**src/rtl/stack_pkg.sv**
```systemverilog
// -----------------------------------------------------------------------------
// stack_pkg
//   Shared definitions for the stack-access sequencer of the stack CPU.
//   - state_e       : sequencer FSM encoding
//   - stack_req_t   : stack-access bits kept for the life of one operation
//   - WORD_BYTES    : byte stride between adjacent stack slots
//   - opcode class match/mask pairs and op_class(), used by the control unit
//     to classify a 6-bit opcode before deriving read_reg1/read_reg2/write_reg
// -----------------------------------------------------------------------------
package stack_pkg;

  // Sequencer states. IDLE is the only state that accepts a new op.
  typedef enum logic [2:0] {
    ST_IDLE  = 3'd0,
    ST_POP_A = 3'd1,
    ST_POP_B = 3'd2,
    ST_EXEC  = 3'd3,
    ST_PUSH  = 3'd4,
    ST_DONE  = 3'd5
  } state_e;

  // Bits still needed after acceptance. The first pop is fully decided at
  // accept time (it selects POP_A versus EXEC), so only the second pop and
  // the push have to be carried through the sequence.
  typedef struct packed {
    logic pop_b;
    logic push;
  } stack_req_t;

  // One stack slot is one 32-bit word.
  localparam int unsigned WORD_BYTES = 4;

  // Opcode classes. A class matches when (opcode & MASK) == MATCH.
  localparam logic [5:0] OPC_ALU_MATCH     = 6'b000_000;
  localparam logic [5:0] OPC_ALU_MASK      = 6'b111_000;
  localparam logic [5:0] OPC_IMM_MATCH     = 6'b001_000;
  localparam logic [5:0] OPC_IMM_MASK      = 6'b111_000;
  localparam logic [5:0] OPC_CMP_MATCH     = 6'b010_000;
  localparam logic [5:0] OPC_CMP_MASK      = 6'b111_100;
  localparam logic [5:0] OPC_BR_MATCH      = 6'b011_000;
  localparam logic [5:0] OPC_BR_MASK       = 6'b111_110;
  localparam logic [5:0] OPC_PUSH_MATCH    = 6'b100_000;
  localparam logic [5:0] OPC_POP_MATCH     = 6'b101_000;
  localparam logic [5:0] OPC_PUSH_PC_MATCH = 6'b110_000;
  localparam logic [5:0] OPC_POP_PC_MATCH  = 6'b111_000;
  localparam logic [5:0] OPC_EXACT_MASK    = 6'b111_111;

  typedef enum logic [3:0] {
    CLS_ALU,
    CLS_IMM,
    CLS_CMP,
    CLS_BR,
    CLS_PUSH,
    CLS_POP,
    CLS_PUSH_PC,
    CLS_POP_PC,
    CLS_NONE
  } op_class_e;

  // Classify an opcode. The stack-transfer classes are exact encodings, so
  // they are tested before the wide ALU/IMM ranges cannot shadow them (the
  // ranges do not overlap, but the order keeps that obvious).
  function automatic op_class_e op_class(input logic [5:0] opc);
    op_class_e cls;
    cls = CLS_NONE;
    if      ((opc & OPC_EXACT_MASK) == OPC_PUSH_MATCH)    cls = CLS_PUSH;
    else if ((opc & OPC_EXACT_MASK) == OPC_POP_MATCH)     cls = CLS_POP;
    else if ((opc & OPC_EXACT_MASK) == OPC_PUSH_PC_MATCH) cls = CLS_PUSH_PC;
    else if ((opc & OPC_EXACT_MASK) == OPC_POP_PC_MATCH)  cls = CLS_POP_PC;
    else if ((opc & OPC_ALU_MASK)   == OPC_ALU_MATCH)     cls = CLS_ALU;
    else if ((opc & OPC_IMM_MASK)   == OPC_IMM_MATCH)     cls = CLS_IMM;
    else if ((opc & OPC_CMP_MASK)   == OPC_CMP_MATCH)     cls = CLS_CMP;
    else if ((opc & OPC_BR_MASK)    == OPC_BR_MATCH)      cls = CLS_BR;
    return cls;
  endfunction

endpackage

```
**src/rtl/stack_seq_stack_ptr.sv**
```systemverilog
// -----------------------------------------------------------------------------
// stack_ptr
//   Owns the stack pointer (SP = number of occupied slots) and evaluates the
//   overflow/underflow conditions for a candidate op combinationally, so the
//   sequencer can reject an op before any memory access is issued.
//
//   clk        : system clock
//   rst_n      : synchronous active-low reset, SP returns to 0
//   inc / dec  : advance SP after a completed push / pop (never both)
//   chk_pops   : pops requested by the candidate op (0..2)
//   chk_push   : push requested by the candidate op
//   sp         : registered stack pointer
//   underflow  : chk_pops > sp
//   overflow   : sp - chk_pops + chk_push > STACK_WORDS
// -----------------------------------------------------------------------------
module stack_ptr #(
  parameter int unsigned STACK_WORDS = 256
) (
  input  logic                           clk,
  input  logic                           rst_n,
  input  logic                           inc,
  input  logic                           dec,
  input  logic [1:0]                     chk_pops,
  input  logic                           chk_push,
  output logic [$clog2(STACK_WORDS):0]   sp,
  output logic                           underflow,
  output logic                           overflow
);

  import stack_pkg::*;

  localparam int unsigned SPW = $clog2(STACK_WORDS) + 1;
  // One extra bit so STACK_WORDS + 2 never wraps in the compare.
  localparam int unsigned CW  = SPW + 1;

  logic [CW-1:0] after_push;
  logic [CW-1:0] limit;

  // NOTE: state registers use non-blocking assignments so every flop samples
  // the pre-edge values regardless of block evaluation order.
  always_ff @(posedge clk) begin
    if (!rst_n) begin
      sp <= '0;
    end else if (inc) begin
      sp <= sp + SPW'(1);
    end else if (dec) begin
      sp <= sp - SPW'(1);
    end
  end

  // The overflow test is rearranged to sp + push > WORDS + pops so that no
  // intermediate value can go negative.
  assign after_push = CW'(sp) + CW'(chk_push);
  assign limit      = CW'(STACK_WORDS) + CW'(chk_pops);

  assign underflow  = CW'(chk_pops) > CW'(sp);
  assign overflow   = after_push > limit;

endmodule

```
**src/rtl/stack_seq.sv**
```systemverilog
// -----------------------------------------------------------------------------
// stack_seq
//   Multi-cycle stack-access sequencer. Takes one decoded op (pop/push bits
//   from read_reg1/read_reg2/write_reg), pops up to two operands, lets the
//   datapath settle for one cycle, then pushes the result, all through a
//   single-port memory with a req/ack handshake. Illegal ops (stack overflow
//   or underflow) are rejected at accept time with a one-cycle fault pulse
//   and no side effects.
//
//   clk, rst_n          : clock, synchronous active-low reset
//   op_valid/op_ready   : op handshake; op_ready is high only in IDLE
//   op_pop_a/op_pop_b   : pop first/second operand
//   op_push             : push the result
//   opnd_a/opnd_b       : registered popped operands
//   wb_data             : result to push, sampled when leaving EXEC
//   mem_req/mem_we      : memory request, write enable
//   mem_addr/mem_wdata  : byte address, write data (stable until ack)
//   mem_rdata/mem_ack   : read data valid with ack; ack ends the access
//   op_done             : one-cycle completion pulse
//   fault/fault_ovf     : one-cycle fault pulse; cause held (1 = overflow)
//   depth               : current stack occupancy (registered SP)
// -----------------------------------------------------------------------------
module stack_seq #(
  parameter int unsigned      ABITS       = 32,
  parameter int unsigned      DBITS       = 32,
  parameter logic [ABITS-1:0] STACK_BASE  = ABITS'(32'h0000_1000),
  parameter int unsigned      STACK_WORDS = 256
) (
  input  logic                         clk,
  input  logic                         rst_n,
  input  logic                         op_valid,
  output logic                         op_ready,
  input  logic                         op_pop_a,
  input  logic                         op_pop_b,
  input  logic                         op_push,
  output logic [DBITS-1:0]             opnd_a,
  output logic [DBITS-1:0]             opnd_b,
  input  logic [DBITS-1:0]             wb_data,
  output logic                         mem_req,
  output logic                         mem_we,
  output logic [ABITS-1:0]             mem_addr,
  output logic [DBITS-1:0]             mem_wdata,
  input  logic [DBITS-1:0]             mem_rdata,
  input  logic                         mem_ack,
  output logic                         op_done,
  output logic                         fault,
  output logic                         fault_ovf,
  output logic [$clog2(STACK_WORDS):0] depth
);

  import stack_pkg::*;

  localparam int unsigned SPW = $clog2(STACK_WORDS) + 1;

  state_e           state;
  state_e           state_next;
  stack_req_t       req_q;
  logic [SPW-1:0]   sp;
  logic [SPW-1:0]   slot;
  logic             sp_inc;
  logic             sp_dec;
  logic             chk_under;
  logic             chk_over;
  logic             pop_a_in;
  logic             pop_b_in;
  logic [1:0]       pops_in;
  logic             accept;
  logic             legal;

  // A lone second-operand pop is folded into a first-operand pop, so the
  // first pop is "any pop" and the second needs both.
  assign pop_a_in = op_pop_a | op_pop_b;
  assign pop_b_in = op_pop_a & op_pop_b;
  assign pops_in  = {1'b0, pop_a_in} + {1'b0, pop_b_in};

  assign op_ready = (state == ST_IDLE);
  assign accept   = op_valid && op_ready;
  assign legal    = !chk_under && !chk_over;

  stack_ptr #(
    .STACK_WORDS (STACK_WORDS)
  ) u_stack_ptr (
    .clk       (clk),
    .rst_n     (rst_n),
    .inc       (sp_inc),
    .dec       (sp_dec),
    .chk_pops  (pops_in),
    .chk_push  (op_push),
    .sp        (sp),
    .underflow (chk_under),
    .overflow  (chk_over)
  );

  // Next-state and access control. mem_req/mem_we/slot depend only on the
  // registered state and SP, so they are glitch-free and hold steady for the
  // whole access; mem_ack only matters in the three states that request.
  // NOTE: every signal written here gets a default first, so no path can
  // leave one unassigned and infer a latch.
  always_comb begin
    state_next = state;
    sp_inc     = 1'b0;
    sp_dec     = 1'b0;
    mem_req    = 1'b0;
    mem_we     = 1'b0;
    slot       = '0;
    case (state)
      ST_IDLE: begin
        if (accept && legal) begin
          state_next = pop_a_in ? ST_POP_A : ST_EXEC;
        end
      end
      ST_POP_A: begin
        mem_req = 1'b1;
        slot    = sp - SPW'(1);
        if (mem_ack) begin
          sp_dec     = 1'b1;
          state_next = req_q.pop_b ? ST_POP_B : ST_EXEC;
        end
      end
      ST_POP_B: begin
        mem_req = 1'b1;
        slot    = sp - SPW'(1);
        if (mem_ack) begin
          sp_dec     = 1'b1;
          state_next = ST_EXEC;
        end
      end
      ST_EXEC: begin
        state_next = req_q.push ? ST_PUSH : ST_DONE;
      end
      ST_PUSH: begin
        mem_req = 1'b1;
        mem_we  = 1'b1;
        slot    = sp;
        if (mem_ack) begin
          sp_inc     = 1'b1;
          state_next = ST_DONE;
        end
      end
      ST_DONE: begin
        state_next = ST_IDLE;
      end
      default: begin
        state_next = ST_IDLE;
      end
    endcase
  end

  // Address is zero whenever no access is requested.
  assign mem_addr = mem_req
                  ? STACK_BASE + (ABITS'(slot) * ABITS'(WORD_BYTES))
                  : '0;

  assign op_done  = (state == ST_DONE);
  assign depth    = sp;

  always_ff @(posedge clk) begin
    if (!rst_n) begin
      state     <= ST_IDLE;
      req_q     <= '0;
      opnd_a    <= '0;
      opnd_b    <= '0;
      mem_wdata <= '0;
      fault     <= 1'b0;
      fault_ovf <= 1'b0;
    end else begin
      state <= state_next;
      fault <= accept && !legal;
      if (accept && !legal) begin
        // Underflow and overflow are mutually exclusive, so overflow alone
        // identifies the cause.
        fault_ovf <= chk_over;
      end
      if (accept && legal) begin
        req_q <= '{pop_b: pop_b_in, push: op_push};
      end
      if (state == ST_POP_A && mem_ack) begin
        opnd_a <= mem_rdata;
      end
      if (state == ST_POP_B && mem_ack) begin
        opnd_b <= mem_rdata;
      end
      // wb_data is only meaningful once the datapath has had the EXEC
      // cycle to settle on the freshly popped operands.
      if (state == ST_EXEC) begin
        mem_wdata <= wb_data;
      end
    end
  end

endmodule

```
**config.mk**
```make
export PLATFORM = sky130hd
export DESIGN_NAME = stack_seq
export DESIGN_NICKNAME = d
export VERILOG_FILES = /design/src/rtl/stack_pkg.sv /design/src/rtl/stack_seq_stack_ptr.sv /design/src/rtl/stack_seq.sv
export SDC_FILE = /design/constraint.sdc
export NUM_CORES = 1
export LEC_CHECK = 0
export ABC_CLOCK_PERIOD_IN_PS = 4260
export CAP_MARGIN = 20
export CORE_MARGIN = 4
export CORE_UTILIZATION = 46
export DETAILED_ROUTE_END_ITERATION = 16
export GPL_TIMING_DRIVEN = 0
export PLACE_DENSITY = 0.89
export SLEW_MARGIN = 20
export SYNTH_ARGS = -nofsm -noshare
export SYNTH_HDL_FRONTEND = slang
export SYNTH_SLANG_ARGS = --single-unit
```
**constraint.sdc**
```tcl
create_clock -name clk -period 4.26 [get_ports clk]
set_clock_uncertainty 0.05 [all_clocks]
set_input_delay 1.278 -clock clk [delete_from_list [all_inputs] [get_ports clk]]
set_output_delay 1.278 -clock clk [all_outputs]
set_load 0.01 [all_outputs]
```
# After elaboration in Yosys (flattened, before gate mapping)
# Cells that the tools add are included.
# word_totals
register_bits	112
output_inout_bits	143
word_cells	59
# classes
addsub	6
magnitude_cmp	2
eq_ne	9
muxes	17
n_bitwise	2
reduce_logical	14
# ops
cell	count
9-bit two-way mux	2
9-bit case mux with 2 select lines	1
3-bit case mux with 5 select lines	1
13-bit by 11-bit adder with 14-bit output (first input constant)	1
14-bit two-way mux	1
3-bit two-way mux	4
9-bit by 1-bit adder with 10-bit output	1
9-bit by 2-bit adder with 10-bit output (first input constant)	1
10-bit greater-than comparator	1
9-bit by 1-bit adder with 9-bit output (second input constant)	1
2-bit by 9-bit greater-than comparator with 1-bit output	1
9-bit by 1-bit subtractor with 9-bit output (second input constant)	1
1-bit two-way mux	7
3-bit by 2-bit equality test with 1-bit output (second input constant)	2
3-bit equality test (second input constant)	2
1-bit logical AND	6
2-bit != test (second input constant)	3
4-bit AND reduction	1
3-bit by 1-bit equality test with 1-bit output (second input constant)	1
1-bit zero test	3
3-bit zero test	1
3-bit OR reduction	1
1-bit by 1-bit adder with 2-bit output	1
2-bit two-way mux	1
5 further kinds	5

# Logic depth before layout (Yosys ltp)
# logic_depth
depth_word	9
mapped_depth	10
mapped_depth_nobuf	10

# Cells and area by module
# A second synthesis with hierarchy kept.
# hier_totals
cells_unflattened	660
hier_area_um2	5176.2
# by_module_without_submodules
module	n_inst	cells_per_inst	area_each_um2	seq_area_each_um2
stack_seq	1	542	4241.6	2062.0
stack_ptr	1	118	934.6	180.2

# Worst setup path before layout
# Ideal clock, no wire load.
# synth_timing
path_kind	input to register
startpoint	input op_pop_a
endpoint	register state[0]
setup_ns	0.122
arrival_ns	3.161
slack_ns	0.927
cell_stages	10
path_cell_list	inv_1 -> ha_1 -> inv_1 -> ha_1 -> a211o_2 -> a2111o_1 -> nand3_2 -> a21oi_2 -> or3_1 -> o311a_1
# synth_via
elab_chain_len	9
# synth_lines
item	line_no	source
start: declaration	stack_seq.sv:33	input logic op_pop_a,
1-bit OR or 1-bit bitwise AND (tied branches)	stack_seq.sv:72, stack_seq.sv:73	
1-bit by 1-bit adder with 2-bit output *	stack_seq.sv:74	assign pops_in = {1'b0, pop_a_in} + {1'b0, pop_b_in};
9-bit by 2-bit adder with 10-bit output	stack_seq_stack_ptr.sv:54	assign limit = CW'(STACK_WORDS) + CW'(chk_pops);
10-bit greater-than comparator	stack_seq_stack_ptr.sv:57	assign overflow = after_push > limit;
1-bit zero test	stack_seq.sv:78	assign legal = !chk_under && !chk_over;
1-bit logical AND *	stack_seq.sv:78	
1-bit logical AND *	stack_seq.sv:108	if (accept && legal) begin
2-bit by 1-bit != test with 1-bit output (no line) *	n/a	
4-bit AND reduction (no line) *	n/a	
end signal: assignment	stack_seq.sv:167	state <= state_next;
end: declaration	stack_seq.sv:55	state_e state;
# Mark *: on every way between the ends. The rest lies on a longest branch, timed or not.
# A chain may end at the register's enable or synchronous reset.

# Worst setup path after layout
# layout_timing
startpoint	register state[0]
endpoint	output mem_addr[10]
# layout_via
elab_chain_len	5
# layout_lines
item	line_no	source
3-bit by 1-bit equality test with 1-bit output or 3-bit by 2-bit equality test with 1-bit output (tied branches)	stack_seq.sv:106	case (state)
2-bit OR reduction (no line)	n/a	
9-bit case mux with 2 select lines	stack_seq.sv:106	
13-bit by 11-bit adder with 14-bit output	stack_seq.sv:151	? STACK_BASE + (ABITS'(slot) * ABITS'(WORD_BYTES))
14-bit two-way mux *	stack_seq.sv:151	
end: declaration	stack_seq.sv:41	output logic [ABITS-1:0] mem_addr,
# Marks and branches as above.

==> qor.yml <==
route:
  viasPerCell: 4.89
  drt_first_iter_violations: 216
  wl_per_cell_um: 14.5
  wirelength_um: 14600
  first_pass_iters: 4
  final_antenna_net_count: 0
  vias: 4924
  drc: 0
placement:
  dp.cells: 991
  place.gp.congestion: 0.902
  port_buffers: 190
  dp_hpwl_um: 11300
logic_synthesis:
  synth_flop_cell: "dfxtp_1"
  synth.ff_latch_count: 112
  seq_area_frac_synth_pct: 43.7
  synth-edff-count: 0
  synth_warnings: 0
  syn_area_um2: 5130
  synthDistinctLibCells: 50
  async_flop_share_pct: 0
  netlist_instances: 640
  syn_area_per_cell_um2: 8.02
critical_path:
  slowest_delay_ps: 610
  required_ps: 2930
  crit_slowest_cell: "clkdlybuf4s50_1"
  r2r_cells: 9
  crit_path_cell_trace: "nor3b_1 > clkbuf_1 > clkbuf_1 > o21ai_0 > o41ai_1 > clkdlybuf4s50_1"
  reg2reg_from: "u_stack_ptr.sp[1]$_SDFFE_PN0P_"
  critPathCapture: "mem_addr[10]"
  crit_path_frequent_cell: "clkbuf_1"
  cp_data_arrival_time_ps: 2760
  end_kind: "output port"
  critPathLaunchType: "flop"
  r2r_setup_slack_ps: 1620
  reg2reg_to: "state[0]$_SDFFE_PN0P_"
  critPathKind: "flop to output port"
  startpoint: "state[0]$_SDFFE_PN0P_"
  path_max_fanout: 10
floorplan:
  die_height_um: 114
  io_pins: 214
  die_w_um: 114
  dieArea_um2: 12900
  initial_core_util_pct: 47.1
  rows: 38
  coreArea_um2: 10900
job:
  maxCapViolCount: 0
cells_and_area:
  fin_nets: 942
  synthToLayoutAreaGrowth_pct: 46.0
  drive_above_1_share_pct: 6.70
  stdcell_count: 1006
  diodes: 0
  fin_util_pct: 68.8
power_and_ir_drop:
  power.total_w: 0.00390
  pwr_density_cell_nw_per_um2: 521
  ir_worst_vdd_uv: 431
  leakage_nw: 2.75
clock_tree:
  htreeDepth: 3
  clock-sinks: 112
  path_clk_slew_ps: 110
  clockRootBuffer: "clkbuf_8"
  ctsHoldBuffers: 0
  cts_tree: "yes"
  clkLatencyLatePin_ps: 370
  numCtsBuffers: 9
  cts-root-to-sink-buffers: 2
grt:
  antenna_found_initial: 0
  grt_pass1_wl_um: 23200
  grt_overflow_total: 0
  grt_max_degree: 21
  grt_usage_pct: 22.0
  grt_pass1_vias: 4688
timing:
  setup_viol: 0
  hold_viol: 0
  final_max_slew_viol_count: 0
  min_period_ps: 4080
  fmax_mhz: 245
  finalCritPeriodShare_pct: 95.9
  fin_setup_tns_ps: 0
  rsz0062_at_grt: "no"
  maxSlewHeadroom_pct: 45.8
  worst_pin_slew_ps: 811
worst_hold_path:
  hold_start: "req_q[1]$_SDFFE_PN0P_"
  worstHoldPathType: "flop to flop"
status:
  outcome: "finished clean"
area by class of cell:
type	count	area, um^2
flip-flops and latches	112	2240
multi-input cells	469	2570
repair buffers	190	1900
inverters	10	37.5
clock inverters	7	63.8
clock buffers	9	124
fillers	892	3400
well taps	140	175
plain buffers	69	377
cell usage in the layout, fill, tap and decap left out, types with 2 or more instances in the layout:
cell type	instances
nand2_1	214
clkdlybuf4s50_1	189
dfxtp_1	112
a21boi_0	100
clkbuf_1	36
buf_4	27
conb_1	22
o21ai_0	20
nor2_1	12
inv_1	10
ha_1	10
a21oi_1	9
clkbuf_8	9
and2_1	8
xor2_1	7
or3_1	7
nand3_1	6
nor3_1	4
nor2b_1	4
nand4_1	4
nand2b_1	3
and3_1	3
mux2i_1	3
inv_8	3
nor3b_1	2
o21a_1	2
o41ai_1	2
xnor2_1	2
nand3b_1	2
buf_1	2
o211ai_1	2
clkinv_4	2
how the worst min path moves through the flow:
stage	cells after the start	end
floorplan	2	req_q[1]$_SDFFE_PN0P_
global placement	2	req_q[1]$_SDFFE_PN0P_
detailed placement	2	opnd_a[21]$_SDFFE_PN0P_
CTS	2	opnd_a[18]$_SDFFE_PN0P_
global route	2	opnd_a[28]$_SDFFE_PN0P_
finish	2	req_q[1]$_SDFFE_PN0P_
per-layer routing:
metal	vias up	track usage [%]	routed length (um)
met4	0	5.69	100
li1	2501	-	-
met1	2243	25.0	5820
met5	-	0	0
met2	169	38.3	7110
met3	11	9.07	1550
state kept, by name, summed over array words and instances (netlist names):
name,count
req_q,2
fault_ovf,1
opnd_b,32
mem_wdata,32
opnd_a,32
state,3
fault,1
u_stack_ptr.sp,9
Yosys cell counts, types with 2 or more instances:
cell type  number  share of area [%]
nand2_1       214                 16
dfxtp_1       112                 44
a21boi_0      100                 15
clkbuf_1       39                2.9
buf_4          27                3.9
o21ai_0        20                2.0
nor2_1         12               0.88
ha_1           10                2.4
inv_1          10               0.73
a21oi_1         9               0.88
and2_1          8               0.98
or3_1           7               0.85
xor2_1          7                1.2
nand3_1         6               0.59
nor3_1          5               0.49
nand4_1         4               0.49
nor2b_1         4               0.49
and3_1          3               0.37
mux2i_1         3               0.59
nand2b_1        3               0.37
buf_1           2               0.15
nand3b_1        2               0.29
nor3b_1         2               0.29
o211ai_1        2               0.29
o21a_1          2               0.29
o41ai_1         2               0.34
xnor2_1         2               0.34
what timing repair did:
item,in CTS,in global routing
buffers inserted,0,0
endpoints found under the setup margin,1,4
resized for setup,2,6
pin swaps,0,1
kinds of logic (layout without fill, tap and decap cells):
family / after synthesis / in the layout / synth area share [%]
adder cells (fa/ha/maj): 10 / 10 / 2.44
multiplexers: 4 / 4 / 0.804
XOR/XNOR: 9 / 9 / 1.54
flip-flops: 112 / 112 / 43.7
other: 1 / 22 / 0.0731
AO/OA/AOI/OAI: 145 / 145 / 20.1
AND/OR/NAND/NOR: 279 / 279 / 23.2
buffers and inverters: 80 / 285 / 8.09
where the power goes:
group	leakage [nW]	internal, W	switching [W]
clock network	0.0952	0.000227	0.000389
logic	1.75	0.000969	0.000980
registers	0.909	0.00121	0.000125
critical path: cells and delay by family, from the launching register on:
| kind | cells | cell delay, ps |
|---|---|---|
| and+or+nand+nor | 1 | 310 |
| DFF | 1 | 360 |
| buffers and inverters | 3 | 1470 |
| AOI/OAI and AO/OA | 2 | 250 |
stage by stage:
| step | hold WS [ps] | worst slack [ps] | cell area [um^2] |
|---|---|---|---|
| finish | 415 | 176 | 7490 |
| global route | 437 | 57.9 | 7490 |
| CTS | 421 | 3.30 | 7480 |
| detailed placement | 405 | 273 | 7290 |
| global placement | 395 | 321 | 7290 |
| floorplan | 380 | 927 | 5210 |
No activity file was read; power rests on OpenSTA's default activity.
